--- config.mk ---
export PLATFORM = sky130hd
export DESIGN_NAME = prog_mod_counter
export DESIGN_NICKNAME = d
export VERILOG_FILES = /design/src/rtl/prog_mod_counter.sv
export SDC_FILE = /design/constraint.sdc
export NUM_CORES = 1
export LEC_CHECK = 0
export BUFFER_PORTS_ARGS = -buffer_cell sky130_fd_sc_hd__buf_4
export CAP_MARGIN = 20
export CORE_ASPECT_RATIO = 1.5
export CORE_UTILIZATION = 25
export CTS_CLUSTER_DIAMETER = 60
export DETAILED_ROUTE_END_ITERATION = 10
export GPL_TIMING_DRIVEN = 0
export PLACE_DENSITY = 0.51
export SYNTH_ARGS = -nofsm -noshare
export SYNTH_HDL_FRONTEND = slang
export SYNTH_SLANG_ARGS = --single-unit
--- constraint.sdc ---
create_clock -name clk -period 5 [get_ports clk]
set_input_delay 0.5 -clock clk [delete_from_list [all_inputs] [get_ports clk]]
set_output_delay 0.5 -clock clk [all_outputs]
set_load 0.005 [all_outputs]
--- src/rtl/prog_mod_counter.sv ---
// Programmable-modulus up/down/bounce counter with a registered terminal-count pulse.
// Optional feature: define PRESCALE_EN to advance only on every PS-th qualifying cycle.
module prog_mod_counter #(
  parameter int W  = 4,
  parameter int PS = 4
) (
  input  logic         clk,
  input  logic         rst,
  input  logic         en,
  input  logic         load,
  input  logic [W-1:0] load_val,
  input  logic [W-1:0] mod_val,
  input  logic [1:0]   mode,
  output logic [W-1:0] count,
  output logic         dir,
  output logic         at_max,
  output logic         tc
);

  typedef enum logic [1:0] {
    M_UP     = 2'b00,
    M_DOWN   = 2'b01,
    M_BOUNCE = 2'b10,
    M_HOLD   = 2'b11
  } mode_e;

  mode_e        mode_q;
  logic [W-1:0] term;
  logic         qual;
  logic         adv;
  logic [W-1:0] count_n;
  logic         dir_n;
  logic         tc_n;

  assign mode_q = mode_e'(mode);
  // mod_val=0 wraps to all-ones, which is exactly 2^W-1
  assign term   = mod_val - W'(1);
  assign at_max = (count == term);
  assign qual   = en & ~load & (mode_q != M_HOLD);

`ifdef PRESCALE_EN
  localparam int PW = (PS > 1) ? $clog2(PS) : 1;
  localparam logic [PW-1:0] PRE_LAST = PW'(PS - 1);

  logic [PW-1:0] pre;

  always_ff @(posedge clk) begin
    if (rst || load) pre <= '0;
    else if (qual)   pre <= (pre == PRE_LAST) ? '0 : pre + PW'(1);
  end

  assign adv = qual & (pre == PRE_LAST);
`else
  assign adv = qual;
`endif

  always_comb begin
    count_n = count;
    dir_n   = dir;
    tc_n    = 1'b0;
    if (load) begin
      count_n = load_val;
    end else if (adv) begin
      case (mode_q)
        M_UP: begin
          dir_n = 1'b0;
          if (count < term) count_n = count + W'(1);
          else begin
            count_n = '0;
            tc_n    = 1'b1;
          end
        end
        M_DOWN: begin
          dir_n = 1'b1;
          if (count > term) count_n = term;
          else if (count == '0) begin
            count_n = term;
            tc_n    = 1'b1;
          end else count_n = count - W'(1);
        end
        M_BOUNCE: begin
          if (!dir) begin
            if (count < term) count_n = count + W'(1);
            else begin
              // out-of-range counts clamp to T at the turnaround
              count_n = term;
              dir_n   = 1'b1;
              tc_n    = 1'b1;
            end
          end else begin
            if (count > term) count_n = term;
            else if (count == '0) begin
              dir_n = 1'b0;
              tc_n  = 1'b1;
            end else count_n = count - W'(1);
          end
        end
        default: ;
      endcase
    end
  end

  always_ff @(posedge clk) begin
    if (rst) begin
      count <= '0;
      dir   <= 1'b0;
      tc    <= 1'b0;
    end else begin
      count <= count_n;
      dir   <= dir_n;
      tc    <= tc_n;
    end
  end

endmodule

==> impl_metrics.yaml, run 1 <==
clock_tree:
  clk_latency_ns: 0.22
  htreeDepth: 1
  post-cts-setup-buffers: 0
  root_buffer: "clkbuf_8"
  path_clk_slew_ns: 0.04
  cts_tree: "done"
  cts_resized: 0
  cts_buffer_depth: 2
  clock_sinks: 6
  hold_buffers: 0
  numCtsBuffers: 3
run:
  drv_cap: 0
run_status:
  status: "finished, final reports clean"
worst_setup_path:
  cp_data_arrival_time_ns: 2.85
  path_max_fanout: 8
  worstPathCellList: "buf_4, inv_1, ha_1, xnor2_1, ha_1, and4_1, buf_2, a21oi_4, mux2i_1, o21ai_0, a22oi_1, o22ai_2"
  slowest_stage: "xnor2_1"
  startpoint_type: "primary input"
  criticalPathCategory: "primary input to flop"
  reg2reg_depth: 8
  cpMostUsedCell: "ha_1"
  cp_slowest_stage_delay_ns: 0.34
  critPathRequiredTime_ns: 5.09
  endpoint_kind: "flop"
placement:
  port_buffers: 19
  gp_congestion: 0.7879
  dp_cells: 176
  hpwl_um: 1995
sta:
  whs_ns: 0.5438
  fmax_ghz: 0.3627
  drv_slew: 0
  setup_viol: 0
  fin_crit_sh_pct: 55.15
  slew_headroom_pct: 72.75
  worstMarginPinSlew_ns: 0.4078
  skew_ns: 0.002781
  fin_crit_ns: 2.757
  final-hold-violation-count: 0
  rsz0062_at_grt: "false"
  final.setup.tns_ns: 0
yosys:
  avgSynthCellArea_um2: 7.757
  yosys_warnings: 0
  syn_area_um2: 892.1
  ys.flop_type: "dfxtp_1"
  synth-edff-count: 0
  ys_seq_area_share_pct: 13.46
  ys_types: 41
  synth_nets: 140
  synthArstFlopShare_pct: 0
  synth-seq-cells: 6
  syn_inst: 115
grt:
  grt_pass1_vias: 896
  grt_max_degree: 11
  overflow: 0
  grtUsageTotal_pct: 13.71
  antenna_found_initial: 0
  grt_pass1_wl_um: 4002
routing:
  drc_errors: 0
  vias: 893
  drt_wl_total_um: 2437
  viasPerCell: 4.989
  wire_per_inst_um: 13.61
  drt_iter0_markers: 10
  dr.pass1.iters: 4
  antenna_left: 0
layout:
  final_cells: 179
  n_antenna_cell: 0
  fin_util_pct: 33.04
  regArea_um2: 120.1
  syn2layout_area_growth_pct: 26.51
  fillCellCount: 389
  drive_gt1_share_pct: 21.90
  nets: 164
  multi_input_area_um2: 714.4
pwr:
  power_density_nw_per_um2: 207.5
  ir_worst_vdd_mv: 0.2034
  power_uw: 234.1
  p_leak_nw: 0.4825
min_path:
  min_delay_path_depth: 3
  hp-class: "primary input to flop"
die:
  start_util_pct: 26.12
  io_pins: 21
  rows: 26
  die_x_um: 50.78
  core_area_um2: 3416
  die_h_um: 75.16
  design.die.area_um2: 3816
## cell type report
type / count / area share [%]
tap: 42 / 4.656
sequential: 6 / 10.64
timing repair buffer: 19 / 12.64
buffer: 6 / 2.772
multi-input combinational: 96 / 63.30
inverter: 7 / 2.328
clock buffer: 3 / 3.659
## worst max-delay path, delay by kind of cell
family	cells	cell delay, ns
simple gates	1	0.15
fa+ha+maj	2	0.53
mux	1	0.21
xor+xnor	1	0.34
buf+inv	3	0.31
compound gates	4	0.81
## sequential cells by signal, summed over array words and instances, names as in the netlist
register,flops
count,4
dir,1
tc,1
## final timing paths
path | end | slack (ns) | from
worst max-delay path | count[1]$_SDFFE_PP0P_ | 2.24 | mod_val[0]
worst max register to register | count[1]$_SDFFE_PP0P_ | 2.65 | count[3]$_SDFFE_PP0P_
worst min-delay path | count[0]$_SDFFE_PP0P_ | 0.54 | load_val[0]
worst min register to register | count[0]$_SDFFE_PP0P_ | 0.77 | count[0]$_SDFFE_PP0P_
## per-layer routing
layer  vias up  share of wire, %  wire length [um]  track usage (%)
li1        464                 -                 -                -
met1       417                39               960            14.17
met2        12                58              1419            28.44
met3         0               2.3                57            3.232
met4         0                 0                 0           0.9259
met5         -                 0                 0                0
## through the flow
stage               setup slack [ns]  area [um2]
detailed placement             1.975        1087
global route                   2.007        1129
CTS                            2.202        1129
global placement               2.026        1087
floorplan                      2.519       892.1
finish                         2.243        1129
## placed cells by master (no fill, tap or decap), types with 2 or more instances in the layout
cell type / instances
a21boi_0: 2
a21oi_1: 7
a22oi_1: 2
a31oi_1: 2
and2_1: 2
buf_4: 19
clkbuf_1: 3
clkbuf_8: 3
dfxtp_1: 6
ha_1: 11
inv_1: 7
mux2i_1: 3
nand2_1: 9
nand2b_1: 2
nand3_1: 2
nor2_1: 6
nor2b_1: 4
nor3_1: 5
nor3b_1: 4
o21ai_0: 8
o22ai_1: 2
o2bb2ai_1: 3
xnor2_1: 4
xor2_1: 2
## power by group
| group | internal (mW) | switching [mW] |
|---|---|---|
| clock network | 0.0517 | 0.0211 |
| registers | 0.0510 | 0.00498 |
| logic | 0.0480 | 0.0573 |
## logic make-up (layout without fill, tap and decap cells)
kind of cell	after synthesis	after routing	synth area share, %
DFF	6	6	13.46
xor gates and xnor gates	6	6	5.891
AOI/OAI and AO/OA	38	38	31.98
adders and majority gates	11	11	15.43
muxes	3	3	3.366
buffers and inverters	13	35	6.451
and+or+nand+nor	38	38	23.42
## cell usage after synthesis (all sizes together) (3+ instances only)
| cell | n | area [um2] |
|---|---|---|
| a21oi | 8 | 51.30 |
| buf | 3 | 20.01 |
| clkbuf | 3 | 11.26 |
| dfxtp | 6 | 120.1 |
| ha | 11 | 137.6 |
| inv | 7 | 26.28 |
| mux2i | 3 | 30.03 |
| nand2 | 9 | 33.78 |
| nor2 | 6 | 22.52 |
| nor2b | 4 | 25.02 |
| nor3 | 5 | 25.02 |
| nor3b | 4 | 30.03 |
| o21ai | 8 | 40.04 |
| o22ai | 3 | 25.02 |
| o2bb2ai | 3 | 26.28 |
| xnor2 | 4 | 35.03 |
Note: power is estimated with default switching activity, not from simulation.
==> inputs of run 2 (changes only) <==
--- a/config.mk
+++ b/config.mk
@@ -12,7 +12,7 @@
 export CTS_CLUSTER_DIAMETER = 60
 export DETAILED_ROUTE_END_ITERATION = 10
 export GPL_TIMING_DRIVEN = 0
-export PLACE_DENSITY = 0.51
+export PLACE_DENSITY = 0.53
 export SYNTH_ARGS = -nofsm -noshare
 export SYNTH_HDL_FRONTEND = slang
 export SYNTH_SLANG_ARGS = --single-unit
==> constraint.sdc (replaced) <==
create_clock -name clk -period 2.5 [get_ports clk]
set_input_delay 0.25 -clock clk [delete_from_list [all_inputs] [get_ports clk]]
set_output_delay 0.25 -clock clk [all_outputs]
set_load 0.005 [all_outputs]
==> run 2 against run 1 <==
Against the previous run:
- routed wire length is 5.3% lower
- critical path depth stayed put
- via count is 3.7% higher
- die area stayed put
- design area is 1.7% higher
- power is 100% higher
- worst setup slack worse by 2.0 ns
- flip-flop and latch count stayed put
- non-clock buffer count stayed put
- final cell count stayed put
- combinational power is 110% higher
- first-iteration DRC count grew to 3.8 times the previous value
- critical path type unchanged
- critical endpoint unchanged
==> impl_metrics.yaml, run 2 (same netlist as run 1, synthesis figures left out) <==
run_status:
  status: "finished, final reports clean"
sta:
  whs_ns: 0.2971
  worstMarginPinSlew_ns: 0.4219
  final-hold-violation-count: 0
  fin_crit_ns: 2.284
  fmax_ghz: 0.4379
  skew_ns: 0.0003638
  slew_headroom_pct: 71.81
  fin_crit_sh_pct: 91.35
  drv_slew: 0
  setup_viol: 0
  rsz0062_at_grt: "false"
  finalWorstSetupSlack_ns: 0.2161
clock_tree:
  clk_latency_ns: 0.22
  numCtsBuffers: 3
  root_buffer: "clkbuf_8"
  htreeDepth: 1
  post-cts-setup-buffers: 0
  path_clk_slew_ns: 0.03
  cts_buffer_depth: 2
  cts_tree: "done"
  clock_sinks: 6
worst_setup_path:
  endpoint_kind: "flop"
  crit_path_end: "count[1]$_SDFFE_PP0P_"
  cpMostUsedCell: "ha_1"
  rrSetupSlack_ns: 0.25
  cp_slowest_stage_delay_ns: 0.30
  cp_data_arrival_time_ns: 2.38
  crit-reg2reg-launch: "count[1]$_SDFFE_PP0P_"
  criticalPathCategory: "primary input to flop"
  r2r_end: "count[1]$_SDFFE_PP0P_"
  slowest_stage: "ha_1"
  reg2reg_depth: 8
  worstPathCellList: "buf_4, inv_1, ha_1, xnor2_2, ha_1, and4_1, buf_2, a21oi_4, mux2i_1, o21ai_0, a22oi_2, o22ai_2"
  crit_start: "mod_val[0]"
  path_max_fanout: 8
  critPathRequiredTime_ns: 2.59
  startpoint_type: "primary input"
layout:
  syn2layout_area_growth_pct: 28.61
  final_common_cell: "buf_4"
  final_cells: 179
  top_register: "count"
  final_cell_mix: "buf_4, ha_1, nand2_1, o21ai_0, inv_1"
  n_antenna_cell: 0
  largest_reg_flops: 4
  nets: 164
  drive_gt1_share_pct: 24.82
  top_regs: "count x4, dir x1, tc x1"
pwr:
  p_leak_nw: 0.4883
  p_int_uw: 305.3
  clockPowerShare_pct: 30.4
  switching_share_pct: 35.51
  power_frac_comb_pct: 46.0
  seqPwrFrac_pct: 23.6
  ir_worst_vdd_mv: 0.3276
  power_switching_uw: 168.1
  power_density_nw_per_um2: 412.6
run:
  drv_cap: 0
die:
  io_pins: 21
  die_x_um: 50.78
  die_h_um: 75.16
  start_util_pct: 26.12
  rows: 26
  design.die.area_um2: 3816
  core_area_um2: 3416
grt:
  grt_pass1_wl_um: 3843
  grt_pass1_vias: 875
  grt_max_degree: 11
  overflow: 0
  grtUsageTotal_pct: 13.47
  antenna_found_initial: 0
routing:
  dr.pass1.iters: 4
  drt_iter0_markers: 38
  drc_errors: 0
  antenna_left: 0
  wire_per_inst_um: 12.90
  viasPerCell: 5.173
  vias: 926
  drt_wl_total_um: 2309
placement:
  hpwl_um: 1874
  dpl_worst_slack_ns: -0.2017
  gp_congestion: 0.8813
  port_buffers: 19
  dp_cells: 176
min_path:
  hp-class: "primary input to flop"
  hp-start: "load_val[0]"
run 2: cell counts in the layout (fill, tap and decap cells not counted):
No cell type changed its count.
run 2: repair_timing:
action                                  CTS  global route
hold endpoints to repair                  0             0
endpoints found under the setup margin    0             3
hold buffers                              0             0
gates resized for setup                   0             4
run 2: worst min-delay path by stage:
stage,depth (start not counted),slack [ns],to
floorplan,2,0.40,count[0]$_SDFFE_PP0P_
global placement,3,0.54,count[0]$_SDFFE_PP0P_
detailed placement,3,0.53,count[0]$_SDFFE_PP0P_
CTS,3,0.30,count[0]$_SDFFE_PP0P_
global route,3,0.33,count[3]$_SDFFE_PP0P_
finish,3,0.30,count[0]$_SDFFE_PP0P_
run 2: critical path: cells and delay by family:
family	cells	cell delay (ns)
buffers and inverters	3	0.31
AO/OA/AOI/OAI	4	0.69
multiplexers	1	0.22
XOR/XNOR	1	0.23
adder cells (fa/ha/maj)	2	0.52
AND/OR/NAND/NOR	1	0.16
run 2: final cells by class:
cell class	count	area [um2]
Buffer	6	31.28
Sequential cell	6	120.1
Multi-Input combinational cell	96	733.2
Clock buffer	3	41.29
Inverter	7	26.28
Timing Repair Buffer	19	142.6
Tap cell	42	52.55
Fill cell	377	2268
run 2: metrics by stage:
stage | total power, mW | utilization [%] | area (um2) | setup TNS [ns]
6_report | 0.4734 | 33.59 | 1147 | 0
5_1_grt | 0.5073 | 33.59 | 1147 | 0
4_1_cts | 0.4724 | 33.04 | 1129 | 0
3_5_place_dp | 0.3245 | 31.83 | 1087 | -0.3768
3_3_place_gp | 0.3205 | 31.83 | 1087 | -0.3216
2_1_floorplan | 0.2594 | - | 892.1 | 0
run 2: power groups by stage:
stage          logic, mW  registers, mW  clock network (mW)
3_5_place_dp       0.211          0.114                   0
5_1_grt            0.242          0.113               0.153
2_1_floorplan      0.149          0.111                   0
3_3_place_gp       0.207          0.113                   0
6_report           0.218          0.112               0.144
4_1_cts            0.212          0.112               0.149
run 2: layer usage:
layer / share of wire (%) / wire length, um / track usage (%)
met3: 4.1 / 94 / 3.030
met5: 0 / 0 / 0
met4: 1.0 / 23 / 3.704
met1: 43 / 998 / 15.75
met2: 52 / 1193 / 24.44
